===== config.mk =====
export PLATFORM = sky130hd
export DESIGN_NAME = data_stack_flat
export DESIGN_NICKNAME = d
export VERILOG_FILES = /design/src/rtl/data_stack_pkg.sv /design/src/rtl/data_stack_if.sv /design/src/rtl/data_stack.sv /design/src/flat_wrapper.sv
export SDC_FILE = /design/constraint.sdc
export NUM_CORES = 1
export LEC_CHECK = 0
export CAP_MARGIN = 20
export CORE_UTILIZATION = 45
export CTS_CLUSTER_DIAMETER = 100
export CTS_CLUSTER_SIZE = 40
export DETAILED_ROUTE_END_ITERATION = 10
export SYNTH_ARGS = -nofsm -noshare
export SYNTH_HDL_FRONTEND = slang
export SYNTH_SLANG_ARGS = --single-unit

===== constraint.sdc =====
create_clock -name i_clk -period 7 [get_ports i_clk]
set_clock_uncertainty 0.05 [all_clocks]
set_input_delay 0.7 -clock i_clk [delete_from_list [all_inputs] [get_ports i_clk]]
set_output_delay 0.7 -clock i_clk [all_outputs]
set_load 0.02 [all_outputs]

===== src/rtl/data_stack_pkg.sv =====
// Shared operation encodings and legality helpers for the operand stack.
package data_stack_pkg;

  localparam int unsigned DS_OP_W  = 3;
  localparam int unsigned DS_MIN_W = 2;

  // Stack operations; DS_ prefix keeps them apart from the ALU op names.
  typedef enum logic [DS_OP_W-1:0] {
    DS_NONE = 3'd0,
    DS_DROP = 3'd1,
    DS_PUSH = 3'd2,
    DS_RPLC = 3'd3,
    DS_DRPR = 3'd4,
    DS_SWAP = 3'd5,
    DS_DUP  = 3'd6,
    DS_OVER = 3'd7
  } ds_op_e;

  // Minimum number of valid items an op needs before it may execute.
  function automatic logic [DS_MIN_W-1:0] op_min_count(input ds_op_e op);
    logic [DS_MIN_W-1:0] min_cnt;
    min_cnt = DS_MIN_W'(0);
    case (op)
      DS_DROP, DS_RPLC, DS_DUP: min_cnt = DS_MIN_W'(1);
      DS_DRPR, DS_SWAP, DS_OVER: min_cnt = DS_MIN_W'(2);
      default: min_cnt = DS_MIN_W'(0);
    endcase
    return min_cnt;
  endfunction

  // Ops that add an item and therefore need a free cell.
  function automatic logic op_grows(input ds_op_e op);
    return (op == DS_PUSH) || (op == DS_DUP) || (op == DS_OVER);
  endfunction

endpackage


===== src/rtl/data_stack_if.sv =====
// Command/status bundle between the stack controller and the operand stack.
interface data_stack_if #(
  parameter int unsigned WIDTH = 16,
  parameter int unsigned DEPTH = 12
);
  import data_stack_pkg::*;

  localparam int unsigned CNT_W = $clog2(DEPTH + 1);

  logic               i_se;
  logic [DS_OP_W-1:0] i_op;
  logic [WIDTH-1:0]   i_data;
  logic [WIDTH-1:0]   o_s0;
  logic [WIDTH-1:0]   o_s1;
  logic [CNT_W-1:0]   o_count;
  logic               o_underflow;
  logic               o_overflow;

  modport master (
    output i_se, i_op, i_data,
    input  o_s0, o_s1, o_count, o_underflow, o_overflow
  );

  modport slave (
    input  i_se, i_op, i_data,
    output o_s0, o_s1, o_count, o_underflow, o_overflow
  );

endinterface


===== src/rtl/data_stack.sv =====
// Register shift-stack: TOS/NOS come straight from flops for zero read latency.
module data_stack
  import data_stack_pkg::*;
#(
  parameter int unsigned WIDTH = 16,
  parameter int unsigned DEPTH = 12
) (
  input  logic         i_clk,
  input  logic         i_rst,
  data_stack_if.slave  bus
);

  localparam int unsigned CNT_W = $clog2(DEPTH + 1);

  ds_op_e           op;
  logic             under;
  logic             over;
  logic             legal;
  logic             shift_up;
  logic             shift_down;
  logic             swap;
  logic             top_load;
  logic [WIDTH-1:0] top_val;

  logic [CNT_W-1:0] count_d, count_q;
  logic             underflow_d, underflow_q;
  logic             overflow_d, overflow_q;

  logic [WIDTH-1:0] s_q [DEPTH];

  // Decode the op, check it against the item count and derive cell controls.
  always_comb begin
    op          = bus.i_se ? ds_op_e'(bus.i_op) : DS_NONE;
    under       = count_q < CNT_W'(op_min_count(op));
    over        = op_grows(op) && (count_q == CNT_W'(DEPTH));
    legal       = !under && !over;

    shift_up    = 1'b0;
    shift_down  = 1'b0;
    swap        = 1'b0;
    top_load    = 1'b0;
    top_val     = s_q[0];
    count_d     = count_q;
    underflow_d = underflow_q | under;
    overflow_d  = overflow_q | (over && !under);

    if (legal) begin
      case (op)
        DS_DROP: begin
          shift_down = 1'b1;
          count_d    = count_q - CNT_W'(1);
        end
        DS_PUSH: begin
          shift_up = 1'b1;
          top_load = 1'b1;
          top_val  = bus.i_data;
          count_d  = count_q + CNT_W'(1);
        end
        DS_RPLC: begin
          top_load = 1'b1;
          top_val  = bus.i_data;
        end
        DS_DRPR: begin
          shift_down = 1'b1;
          top_load   = 1'b1;
          top_val    = bus.i_data;
          count_d    = count_q - CNT_W'(1);
        end
        DS_SWAP: begin
          swap     = 1'b1;
          top_load = 1'b1;
          top_val  = s_q[1];
        end
        DS_DUP: begin
          shift_up = 1'b1;
          top_load = 1'b1;
          top_val  = s_q[0];
          count_d  = count_q + CNT_W'(1);
        end
        DS_OVER: begin
          shift_up = 1'b1;
          top_load = 1'b1;
          top_val  = s_q[1];
          count_d  = count_q + CNT_W'(1);
        end
        default: begin
        end
      endcase
    end
  end

  // Cell array: each cell picks hold, its upper neighbour, its lower neighbour or a load.
  for (genvar i = 0; i < DEPTH; i++) begin : g_cell
    logic [WIDTH-1:0] cell_d;
    logic [WIDTH-1:0] cell_q;
    logic [WIDTH-1:0] below;

    if (i == DEPTH - 1) begin : g_bottom
      assign below = '0;
    end else begin : g_inner
      assign below = s_q[i+1];
    end

    if (i == 0) begin : g_tos
      // TOS takes a load first, otherwise pulls NOS up on a drop.
      always_comb begin
        cell_d = cell_q;
        if (top_load) begin
          cell_d = top_val;
        end else if (shift_down) begin
          cell_d = below;
        end
      end
    end else if (i == 1) begin : g_nos
      // NOS receives the old TOS on a swap or push, else follows the shift.
      always_comb begin
        cell_d = cell_q;
        if (swap || shift_up) begin
          cell_d = s_q[0];
        end else if (shift_down) begin
          cell_d = below;
        end
      end
    end else begin : g_deep
      // Deeper cells only ever shift.
      always_comb begin
        cell_d = cell_q;
        if (shift_up) begin
          cell_d = s_q[i-1];
        end else if (shift_down) begin
          cell_d = below;
        end
      end
    end

    // Cell storage.
    always_ff @(posedge i_clk or posedge i_rst) begin
      if (i_rst) begin
        cell_q <= '0;
      end else begin
        cell_q <= cell_d;
      end
    end

    assign s_q[i] = cell_q;
  end

  // Item count and sticky error flags.
  always_ff @(posedge i_clk or posedge i_rst) begin
    if (i_rst) begin
      count_q     <= '0;
      underflow_q <= 1'b0;
      overflow_q  <= 1'b0;
    end else begin
      count_q     <= count_d;
      underflow_q <= underflow_d;
      overflow_q  <= overflow_d;
    end
  end

  assign bus.o_s0        = s_q[0];
  assign bus.o_s1        = s_q[1];
  assign bus.o_count     = count_q;
  assign bus.o_underflow = underflow_q;
  assign bus.o_overflow  = overflow_q;

endmodule


===== src/flat_wrapper.sv =====
// flat-port wrapper written by rule: the top's interface ports become plain ports
module data_stack_flat import data_stack_pkg::*;
#(
  parameter int unsigned WIDTH = 16,
  parameter int unsigned DEPTH = 12
)
  (i_clk, i_rst, bus_i_se, bus_i_op, bus_i_data, bus_o_s0, bus_o_s1, bus_o_count, bus_o_underflow, bus_o_overflow);
  data_stack_if #(.WIDTH(WIDTH), .DEPTH(DEPTH)) bus_i ();
  input  logic i_clk;
  input  logic i_rst;
  input wire logic [$bits(bus_i.i_se)-1:0] bus_i_se;
  input wire logic [$bits(bus_i.i_op)-1:0] bus_i_op;
  input wire logic [$bits(bus_i.i_data)-1:0] bus_i_data;
  output wire logic [$bits(bus_i.o_s0)-1:0] bus_o_s0;
  output wire logic [$bits(bus_i.o_s1)-1:0] bus_o_s1;
  output wire logic [$bits(bus_i.o_count)-1:0] bus_o_count;
  output wire logic [$bits(bus_i.o_underflow)-1:0] bus_o_underflow;
  output wire logic [$bits(bus_i.o_overflow)-1:0] bus_o_overflow;
  assign bus_i.i_se = bus_i_se;
  assign bus_i.i_op = bus_i_op;
  assign bus_i.i_data = bus_i_data;
  assign bus_o_s0 = bus_i.o_s0;
  assign bus_o_s1 = bus_i.o_s1;
  assign bus_o_count = bus_i.o_count;
  assign bus_o_underflow = bus_i.o_underflow;
  assign bus_o_overflow = bus_i.o_overflow;
  data_stack #(.WIDTH(WIDTH), .DEPTH(DEPTH)) u_core (.i_clk(i_clk), .i_rst(i_rst), .bus(bus_i));
endmodule

======== Word level (Yosys, flattened, before mapping) ========
Cells that the tools add are included.
word-level totals
  bits in registers ....................... 198
  input port bits ......................... 22
  output and inout port bits .............. 38
  logic and storage cells ................. 88
operators by class
  $add $sub $neg .......................... 2
  order comparisons ....................... 1
  equality and inequality tests ........... 10
  mux-type cells .......................... 37
  bitwise operators ....................... 2
  reductions and logical operators ........ 21
operator list
  kind                                                                number
  16-bit 2-to-1 mux                                                   25
  16-bit one-hot mux with 2 select lines                              1
  3-bit == test, second input constant                                4
  3-bit OR reduction                                                  4
  1-bit 2-to-1 mux                                                    8
  4-bit one-hot mux with 2 select lines                               1
  2-bit nonzero test                                                  4
  3-bit by 2-bit == test with 1-bit output, second input constant     2
  6-bit OR reduction                                                  1
  4-bit by 1-bit adder with 4-bit output, second input constant       1
  4-bit == test, second input constant                                1
  4-bit by 2-bit less-than comparator with 1-bit output               1
  2-bit one-hot mux with 2 select lines                               1
  2-bit OR reduction                                                  2
  4-bit by 1-bit subtractor with 4-bit output, second input constant  1
  3-bit by 1-bit == test with 1-bit output, second input constant     1
  1-bit logical AND                                                   3
  1-bit logical OR                                                    3
  3-bit 2-to-1 mux                                                    1
  3-bit != test, second input constant                                1
  3-bit AND reduction                                                 1
  1-bit logical NOT                                                   2
  2-bit by 1-bit != test with 1-bit output, second input constant     1
  1-bit OR                                                            2
  2-bit AND reduction                                                 1

======== Longest topological paths before layout ========
Gate-level depths: netlist (run 1).
  depth after elaboration ................. 10
  gate-level depth with buffers ........... 10
  gate-level depth less buffers ........... 9

======== Least setup slack after synthesis (run 1) ========
No wires, ideal clock.
  path kind ............................... input-to-reg
  start ................................... input bus_i_op[0]
  end ..................................... register u_core.g_cell[0].cell_q[0], in the netlist u_core.bus.o_s0[0]
  arrival time ............................ 2.708 ns
  required time ........................... 6.822 ns
  slack ................................... 4.114 ns
  stages .................................. 9
  buffers on the path ..................... 2
  cell sequence ........................... buf_2 nand2b_1 nand3_1 ha_1 a2111oi_4 nand2_4 o2111ai_4 buf_8 mux2_1
between the ends
  cells in the longest elaborated chain, start to end .. 10
  elaborated cells between the ends (all ways) .. 33
RTL lines
  element                                                                                            RTL line                                    source
  start, declared                                                                                    flat_wrapper.sv:12                          input wire logic [$bits(bus_i.i_op)-1:0] bus_i_op;
  3-bit 2-to-1 mux *                                                                                 data_stack.sv:33                            op = bus.i_se ? ds_op_e'(bus.i_op) : DS_NONE;
  3-bit == test, or another cell as far along                                                        data_stack_pkg.sv:23, data_stack.sv:48
  3-bit OR reduction / 1-bit logical OR (equally long branches)                                      data_stack_pkg.sv:23, data_stack_pkg.sv:33
  2-bit one-hot mux with 2 select lines / 1-bit logical OR (equally long branches)                   data_stack_pkg.sv:23, data_stack_pkg.sv:33
  4-bit by 2-bit less-than comparator with 1-bit output / 1-bit logical AND (equally long branches)  data_stack.sv:34, data_stack.sv:35
  1-bit logical NOT                                                                                  data_stack.sv:36                            legal = !under && !over;
  1-bit logical AND                                                                                  data_stack.sv:36
  1-bit 2-to-1 mux                                                                                   data_stack.sv:47                            if (legal) begin
  3-bit != test (no line), or another cell as far along                                              n/a
  3-bit AND reduction (no line)                                                                      n/a
  end signal, assigned                                                                               data_stack.sv:141                           cell_q <= cell_d;
  end, declared                                                                                      data_stack.sv:95                            logic [WIDTH-1:0] cell_q;
Mark *: on every way between the ends. The rest lies on a longest branch, timed or not. The select of a mux whose other input is x is not followed.
A chain may end at the register's enable or synchronous reset.

======== Worst setup path after layout (run 1) ========
  start ................................... input bus_i_op[0]
  end ..................................... register u_core.g_cell[2].cell_q[7]
between the ends
  cells in the longest elaborated chain, start to end .. 9
  elaborated cells between the ends (all ways) .. 26
RTL lines
  element                                                                                            RTL line                                    source
  3-bit 2-to-1 mux *                                                                                 data_stack.sv:33
  3-bit == test, or another cell as far along                                                        data_stack_pkg.sv:23                        case (op)
  3-bit OR reduction / 1-bit logical OR (equally long branches)                                      data_stack_pkg.sv:23, data_stack_pkg.sv:33
  2-bit one-hot mux with 2 select lines / 1-bit logical OR (equally long branches)                   data_stack_pkg.sv:23, data_stack_pkg.sv:33
  4-bit by 2-bit less-than comparator with 1-bit output / 1-bit logical AND (equally long branches)  data_stack.sv:34, data_stack.sv:35
  1-bit logical NOT                                                                                  data_stack.sv:36
  1-bit logical AND                                                                                  data_stack.sv:36
  1-bit 2-to-1 mux                                                                                   data_stack.sv:47
  16-bit 2-to-1 mux / 2-bit nonzero test (equally long branches)                                     n/a
  end signal, assigned                                                                               data_stack.sv:141
  end, declared                                                                                      data_stack.sv:95
Mark *: on every way between the ends. The rest lies on a longest branch, timed or not.

==> results.yml, run 1 <==
route:
  route.detailed.drc: 0
  final_antenna_net_count: 0
  met2_length_um: 9000
  dr.pass1.iters: 7
  drtIter0Drc: 493
  drt-met1-wl_um: 9060
  via_count: 6573
  vias_per_cell: 5.88
  wl_um: 18900
  drt-wirelength-per-cell_um: 16.9
  route.met3.wl_um: 615
  routed.top_layer: "met4"
floorplanning:
  std_cell_rows: 50
  die-area_um2: 20200
  coreArea_um2: 19000
  die_w_um: 142
  io_pins: 60
  die_h_um: 142
  initial_core_util_pct: 46.6
synth:
  ys_warn_count: 0
  ys_types: 35
  avgSynthCellArea_um2: 10.6
  syn_nets: 857
  synthesis.area_um2: 8820
  synth-seq-area-share_pct: 56.1
  synthCells: 831
  yosys_register_bits: 198
cts:
  htree_num_levels: 4
  path_clk_slew_ns: 0.08
  root_buffer: "clkbuf_16"
  ctsResizeCount: 0
  insertion_delay_ns: 0.44
  post_cts_buffers: 0
  cts.path.max_buffers: 2
  clock_sinks: 198
  cts_buffers: 17
  postCtsHoldBufs: 0
  cts_tree: "yes"
flow_run:
  cap_viol_max_count: 0
worst_setup_path:
  reg2regPathDepth: 5
  path_cells: "clkdlybuf4s50_1, nand2b_1, nand3_1, ha_1, o211ai_2, nand2_4, buf_4, a21oi_1"
  endpoint_kind: "flop"
  critical_path_arrival_ns: 3.95
  crit_start: "bus_i_op[0]"
  worst-setup-path-type: "input port to flop"
  timing.rr.start: "u_core.bus.o_count[1]"
  cp_slowest_cell: "buf_4"
  cp-start-kind: "input port"
  r2r_slack_ns: 4.07
  r2r-end: "u_core.g_cell[1].below[7]"
  critPathRequiredTime_ns: 7.22
  slowest_delay_ns: 0.89
  critPathCapture: "u_core.g_cell[1].below[7]"
  crit_path_max_fanout: 100
power_and_ir_drop:
  leakage_uw: 0.00370
  internal_power_uw: 2850
  powerDensity_nw_per_um2: 448
  swShare_pct: 36.8
  p_sw_uw: 1660
  vdd_drop_max_mv: 0.190
  p_seq_share_pct: 47.7
  clockPowerShare_pct: 21.2
  p_comb_share_pct: 31.1
sta:
  timing.slew.headroom_pct: 26.3
  fin_crit_sh_pct: 53.3
  tightest_slew_ns: 1.11
  rsz0062_at_grt: "no"
  final.setup.worst_slack_ns: 3.27
  max_freq_mhz: 268
  fin_crit_ns: 3.73
  finalHoldViolations: 0
  maxSlewViolCount: 0
  setup_violations: 0
  tns_ns: 0
placed_design:
  dp_hpwl_um: 10900
  gp_congestion: 0.783
  dpl_cell_area_um2: 9450
  portBuffers: 59
  post-place-ws_ns: 2.81
global_route:
  grt_pass1_vias: 6388
  grt_max_degree: 130
  antenna_found_initial: 0
  groute.usage.overall_pct: 19.8
  grt_pass1_wl_um: 32200
  overflow: 0
final_layout:
  diodes: 0
  nFillCells: 1620
  finalNetCount: 871
  final_area_um2: 10100
  area_growth_pct: 13.9
  final_util_pct: 53.0
  drive_gt1_share_pct: 11.5
min_path:
  hp-class: "flop to flop"
  worstHoldStart: "u_core.bus.o_underflow"
status:
  status: "finished, final reports clean"
[sequential cells by signal (all words and copies together), names as in the netlist]
signal,cells
u_core.bus.o_s0,16
u_core.bus.o_count,4
u_core.bus.o_s1,16
u_core.bus.o_overflow,1
u_core.g_cell.below,144
u_core.g_cell.cell_q,16
u_core.bus.o_underflow,1
[placed cells by master, fill, tap and decap left out, types with 3 or more instances in the layout]
master,netlist,layout
dfrtp_1,198,198
nor2_1,144,144
a21oi_1,144,143
o22ai_1,142,142
clkdlybuf4s50_1,0,59
mux2_2,44,44
a22o_1,21,21
mux2_1,20,20
clkbuf_16,0,17
inv_8,0,9
buf_4,4,7
nand2_1,6,6
inv_1,5,4
xor2_1,4,4
nand2b_1,3,3
xnor2_1,3,3
ha_1,3,3
[routing by layer]
| layer | up-vias | GRT usage [%] |
|---|---|---|
| met2 | 126 | 31.5 |
| met3 | 22 | 3.84 |
| met5 | - | 0 |
| li1 | 3089 | - |
| met1 | 3336 | 27.6 |
| met4 | 0 | 5.72 |
[worst min path at each step]
stage | depth (start not counted) | end | slack, ns
after floorplan | 1 | u_core.g_cell[10].below[6] | 0.42
after global placement | 1 | u_core.bus.o_overflow | 0.40
after detailed placement | 1 | u_core.bus.o_underflow | 0.41
after global routing | 1 | u_core.bus.o_overflow | 0.47
final | 1 | u_core.bus.o_underflow | 0.44
after CTS | 1 | u_core.bus.o_underflow | 0.43
[synthesized netlist by cell type, drive strengths merged]
library cell / n / share of area (%)
dfrtp: 198 / 56
and3: 1 / 0.071
xnor2: 3 / 0.30
o211ai: 2 / 0.28
a22o: 21 / 2.1
nor2: 144 / 6.1
o2111ai: 2 / 0.60
a21o: 1 / 0.085
xor2: 4 / 0.40
mux2: 64 / 8.2
ha: 3 / 0.43
a211oi: 1 / 0.14
nand3b: 1 / 0.085
o22ai: 142 / 10
clkbuf: 40 / 1.7
fa: 1 / 0.23
a2111oi: 1 / 0.31
a21oi: 144 / 8.2
inv: 5 / 0.21
o21ai: 2 / 0.11
nand3: 1 / 0.057
and4bb: 1 / 0.18
buf: 34 / 2.7
a22oi: 1 / 0.24
and3b: 1 / 0.099
nand2: 7 / 0.38
nand4b: 1 / 0.099
nand2b: 5 / 0.52
[worst max-delay path: cells and delay by family]
kind | cells | cell delay (ns)
compound gates | 2 | 0.38
fa+ha+maj | 1 | 0.40
buf+inv | 2 | 1.58
simple gates | 3 | 0.78
[layout make-up]
cell class,instances,area (µm²),area share (%)
timing repair buffer,69,706,7.02
multi-input combinational,554,3470,34.5
inverter,5,26.3,0.261
tap,260,325,3.24
sequential,198,4950,49.3
clock inverter,15,150,1.49
clock buffer,17,425,4.23
[power groups by stage]
stage	Combinational, µW	Clock [µW]	Sequential [µW]
final	1400	955	2150
after detailed placement	1410	0	2160
after global placement	1350	0	2140
after global routing	1550	1020	2230
after floorplan	937	0	2140
after CTS	1410	983	2150
[kinds of logic after synthesis]
logic type                 after synthesis  share of synthesized area (%)
DFF                                    198                           56.1
muxes                                   64                           8.17
and+or+nand+nor                        162                           7.63
xor gates and xnor gates                 7                          0.695
buffers and inverters                   79                           4.62
AOI/OAI and AO/OA                      317                           22.1
adders and majority gates                4                          0.652
[through the flow]
step           cells  hold slack (ns)  total power (µW)
6_report        1118            0.436              4510
3_5_place_dp    1085            0.410              3580
2_1_floorplan    831            0.423              3080
5_1_grt         1118            0.469              4810
3_3_place_gp    1084            0.403              3490
4_1_cts         1117            0.432              4540
Power figures use the tool's default switching activity.
==> inputs of run 2 (changes only) <==
Settings changed: PLACE_DENSITY set to 0.66.
Clock period 7 ns to 3.2 ns, I/O delays scaled along.
==> run 2 against run 1 <==
Effect of this change: via count shrank 1.9%; wire length shrank 1.4%; critical path type unchanged; critical endpoint is now u_core.g_cell[10].cell_q[9]; hold slack got worse by 0.037 ns; die area did not move; critical path depth up 2; flip-flop and latch count is the same.
==> results.yml, run 2 (synthesis results as in run 1) <==
final_layout:
  finalNetCount: 882
  final_cell_mix: "dfrtp_1, nor2_1, a21oi_1"
  diodes: 0
  largest_reg_flops: 144
  final_area_um2: 10300
  area_growth_pct: 16.2
  final_common_cell: "dfrtp_1"
  nFillCells: 1607
  drive_gt1_share_pct: 12.4
floorplanning:
  std_cell_rows: 50
  io_pins: 60
  die_w_um: 142
  die-area_um2: 20200
  initial_core_util_pct: 46.6
  coreArea_um2: 19000
  die_h_um: 142
worst_setup_path:
  reg2regPathDepth: 6
  r2r-end: "u_core.g_cell[10].cell_q[9]"
  slowest_delay_ns: 0.61
  cp_slowest_cell: "a22oi_4"
  critical_path_arrival_ns: 2.82
  crit_family: "buffers and inverters"
  timing.rr.start: "u_core.bus.o_count[0]"
  r2r_slack_ns: 0.72
  endpoint_kind: "flop"
  critPathRequiredTime_ns: 3.49
  crit_path_max_fanout: 35
  cp-start-kind: "input port"
  path_buf_inv: 3
  worst-setup-path-type: "input port to flop"
  path_cells: "clkdlybuf4s50_1, nand2b_1, nand3_1, ha_1, a2111oi_4, buf_4, a22oi_4, buf_12, nor2_1, a21oi_1"
sta:
  timing.slew.headroom_pct: 38.2
  hold_ws_ns: 0.398
  max_freq_mhz: 396
  tightest_slew_ns: 0.925
  maxSlewViolCount: 0
  fin_crit_ns: 2.53
  rsz0062_at_grt: "no"
  fin_crit_sh_pct: 79.0
  finalHoldViolations: 0
  setup_violations: 0
  tns_ns: 0
placed_design:
  gp_congestion: 0.769
  dp_hpwl_um: 10900
  dpl_cell_area_um2: 9600
  portBuffers: 59
global_route:
  grt_max_degree: 143
  antenna_found_initial: 0
  groute.usage.overall_pct: 19.7
  overflow: 0
  grt_pass1_wl_um: 32300
  grt_pass1_vias: 6141
cts:
  ctsResizeCount: 0
  insertion_delay_ns: 0.43
  cts_tree: "yes"
  postCtsHoldBufs: 0
  root_buffer: "clkbuf_16"
  cts_buffers: 17
  clock_sinks: 198
  post_cts_buffers: 0
  cts.path.max_buffers: 2
  path_clk_slew_ns: 0.07
  htree_num_levels: 4
power_and_ir_drop:
  leakage_uw: 0.00379
  vdd_drop_max_mv: 0.534
  powerDensity_nw_per_um2: 994
route:
  dr.pass1.iters: 5
  vias_per_cell: 5.71
  route.detailed.drc: 0
  final_antenna_net_count: 0
  wl_um: 18600
  drtIter0Drc: 670
  via_count: 6445
  drt-wirelength-per-cell_um: 16.5
min_path:
  hp-class: "input port to asynchronous set/reset pin"
status:
  status: "finished, final reports clean"
flow_run:
  cap_viol_max_count: 0
==> run 2: cell count changes in the layout (fill, tap and decap cells not counted), sizes merged <==
cell	previous run	this run
inv	15	7
buf	10	21
bufinv	0	5
clkbuf	17	18
clkinvlp	1	3
==> run 2: per-stage QoR <==
| stage | power [µW] | std cells | setup WS [ns] | util, % |
|---|---|---|---|---|
| global placement | 7720 | 1097 | 0.320 | 50.6 |
| detailed placement | 7860 | 1097 | 0.266 | 50.6 |
| floorplan | 6740 | 831 | 0.270 | - |
| finish | 10200 | 1129 | 0.672 | 54.1 |
| global route | 10900 | 1129 | 0.509 | 54.1 |
| CTS | 10200 | 1129 | 0.655 | 54.1 |
==> run 2: per-layer routing <==
| layer | global-route usage, % | wire length [µm] |
|---|---|---|
| met5 | 0 | 0 |
| met3 | 3.57 | 609 |
| met2 | 27.6 | 8100 |
| met1 | 30.8 | 9740 |
| met4 | 5.66 | 189 |
==> run 2: area by class of cell <==
type | instances | area [µm²] | area share (%)
clock buffer | 18 | 429 | 4.19
timing repair buffer | 80 | 836 | 8.15
inverter | 5 | 22.5 | 0.220
tap | 260 | 325 | 3.17
clock inverter | 14 | 223 | 2.17
sequential | 198 | 4950 | 48.3
multi-input combinational | 554 | 3460 | 33.8
==> run 2: worst reg2reg max path: stages, from the launching register on <==
cell and delay [ns]:
dfrtp_1 0.45, and4bb_4 0.29, nand4b_1 0.36, a22oi_4 0.71
buf_12 0.28, nor2_1 0.08, a21oi_1 0.17
==> run 2: worst max path at each step <==
| stage | end | slack (ns) | start | depth (start not counted) |
|---|---|---|---|---|
| after floorplan | u_core.bus.o_count[0] | 0.27 | i_rst | 1 |
| after global placement | u_core.bus.o_s0[10] | 0.32 | bus_i_op[0] | 8 |
| final | u_core.g_cell[10].cell_q[9] | 0.67 | bus_i_op[0] | 10 |
| after detailed placement | u_core.g_cell[2].below[14] | 0.27 | bus_i_op[0] | 10 |
| after CTS | u_core.g_cell[10].cell_q[9] | 0.65 | bus_i_op[0] | 10 |
| after global routing | u_core.g_cell[10].cell_q[9] | 0.51 | bus_i_op[0] | 10 |
==> run 2: report_power, final <==
group	internal, µW	switching, µW
combinational	1560	1540
clock	1400	961
sequential	3680	1050
==> inputs of run 3 (changes only) <==
Settings changed: PLACE_DENSITY 0.66 to unset.
Clock period 3.2 ns to 2.5 ns, I/O delays scaled along.
==> run 3 against run 2 <==
Effect of this change: wire length up 7.1%; via count increased by 2.8%; final area up 1.3%.
==> results.yml, run 3 (synthesis results as in run 1) <==
worst_setup_path:
  path_depth: 6
  slowest_delay_ns: 0.43
  crit_path_max_fanout: 122
  r2r-end: "u_core.g_cell[2].below[7]"
  cp-start-kind: "flop"
  cp_slowest_cell: "dfrtp_1"
  path_buf_inv: 2
  worst-setup-path-type: "flop to flop"
  reg2regPathDepth: 6
  crit_family: "simple AND/OR/NAND/NOR gates"
  crit_start: "u_core.bus.o_count[0]"
  critical_path_arrival_ns: 2.51
  r2r_slack_ns: 0.30
  critPathRequiredTime_ns: 2.81
  critPathCapture: "u_core.g_cell[2].below[7]"
  endpoint_kind: "flop"
  timing.rr.start: "u_core.bus.o_count[0]"
  path_cells: "and4bb_4, nand4b_1, buf_4, buf_12, o22ai_1, a21oi_1"
cts:
  root_buffer: "clkbuf_16"
  insertion_delay_ns: 0.43
  cts_buffers: 17
  clock_sinks: 198
  ctsResizeCount: 0
  htree_num_levels: 4
  post_cts_buffers: 0
  path_clk_slew_ns: 0.08
  cts.path.max_buffers: 2
  cts_tree: "yes"
  postCtsHoldBufs: 0
final_layout:
  diodes: 0
  finalNetCount: 895
  area_growth_pct: 17.7
  final_area_um2: 10400
  largest_reg_flops: 144
  final_common_cell: "dfrtp_1"
  drive_gt1_share_pct: 13.8
  final_cell_mix: "dfrtp_1, nor2_1, a21oi_1"
global_route:
  antenna_found_initial: 0
  overflow: 0
  grt_pass1_wl_um: 33800
  grt_pass1_vias: 6653
  grt_max_degree: 123
  groute.usage.overall_pct: 21.1
placed_design:
  dpl_cell_area_um2: 9790
  dp_hpwl_um: 12200
  portBuffers: 59
  gp_congestion: 0.755
  post-place-ws_ns: -0.145
power_and_ir_drop:
  leakage_uw: 0.00387
  powerDensity_nw_per_um2: 1250
  vdd_drop_max_mv: 0.542
floorplanning:
  coreArea_um2: 19000
  die-area_um2: 20200
  initial_core_util_pct: 46.6
  die_w_um: 142
  die_h_um: 142
  std_cell_rows: 50
  io_pins: 60
flow_run:
  cap_viol_max_count: 0
route:
  vias_per_cell: 5.80
  final_antenna_net_count: 0
  wl_um: 20000
  drt-wirelength-per-cell_um: 17.5
  dr.pass1.iters: 5
  route.detailed.drc: 0
  drtIter0Drc: 499
  via_count: 6626
sta:
  setup_violations: 0
  fin_crit_sh_pct: 87.9
  tightest_slew_ns: 0.911
  rsz0062_at_grt: "no"
  finalHoldViolations: 0
  max_freq_mhz: 455
  fin_crit_ns: 2.20
  final.setup.worst_slack_ns: 0.302
  timing.slew.headroom_pct: 39.1
  maxSlewViolCount: 0
  hold_ws_ns: 0.0618
min_path:
  hp-class: "input port to asynchronous set/reset pin"
status:
  status: "finished, final reports clean"
[run 3: cell types whose count changed in the layout (fill, tap and decap cells not counted), sizes merged]
cell / change
clkinvlp: -2
inv: +6
clkinv: +1
clkbuf: -1
buf: +13
bufinv: -4
[run 3: layer usage]
layer	vias up	GRT usage, %	part of all wire, %
met5	-	0	0
met4	0	5.09	0.87
met3	16	4.17	2.9
met2	114	35.2	49
met1	3359	28.2	47
li1	3137	-	-
[run 3: worst reg2reg max path, stage by stage, from the launching register on]
cell and delay, ns:
dfrtp_1 0.43, and4bb_4 0.39, nand4b_1 0.19, buf_4 0.18
buf_12 0.39, o22ai_1 0.30, a21oi_1 0.20
[run 3: through the flow]
step	power (µW)	TNS [ns]	std cells	utilization, %
3_3_place_gp	10000	-6.85	1110	51.6
6_report	13000	0	1142	54.8
4_1_cts	13100	0	1142	54.8
2_1_floorplan	8620	-71.35	831	-
5_1_grt	13800	0	1142	54.8
3_5_place_dp	10300	-14.98	1110	51.6
[run 3: report_power, final]
group | total [µW] | leakage, µW | switching (µW) | internal [µW]
registers | 6080 | 0.00207 | 1370 | 4710
logic | 4140 | 0.00150 | 2060 | 2080
clock network | 2790 | 0.000298 | 1350 | 1440
[run 3: worst min path at each step]
stage          depth (start not counted)                    endpoint                  startpoint
3_3_place_gp                           1       u_core.bus.o_overflow       u_core.bus.o_overflow
4_1_cts                                2       u_core.bus.o_count[0]                       i_rst
3_5_place_dp                           1       u_core.bus.o_overflow       u_core.bus.o_overflow
5_1_grt                                2       u_core.bus.o_count[0]                       i_rst
6_report                               2       u_core.bus.o_count[0]                       i_rst
2_1_floorplan                          1  u_core.g_cell[10].below[6]  u_core.g_cell[10].below[6]
[run 3: cell type report]
class | count | area [µm²]
fill | 1629 | 8570
multi-input combinational | 554 | 3460
inverter | 5 | 22.5
clock inverter | 15 | 179
timing repair buffer | 93 | 1020
clock buffer | 17 | 425
tap | 260 | 325
sequential | 198 | 4950
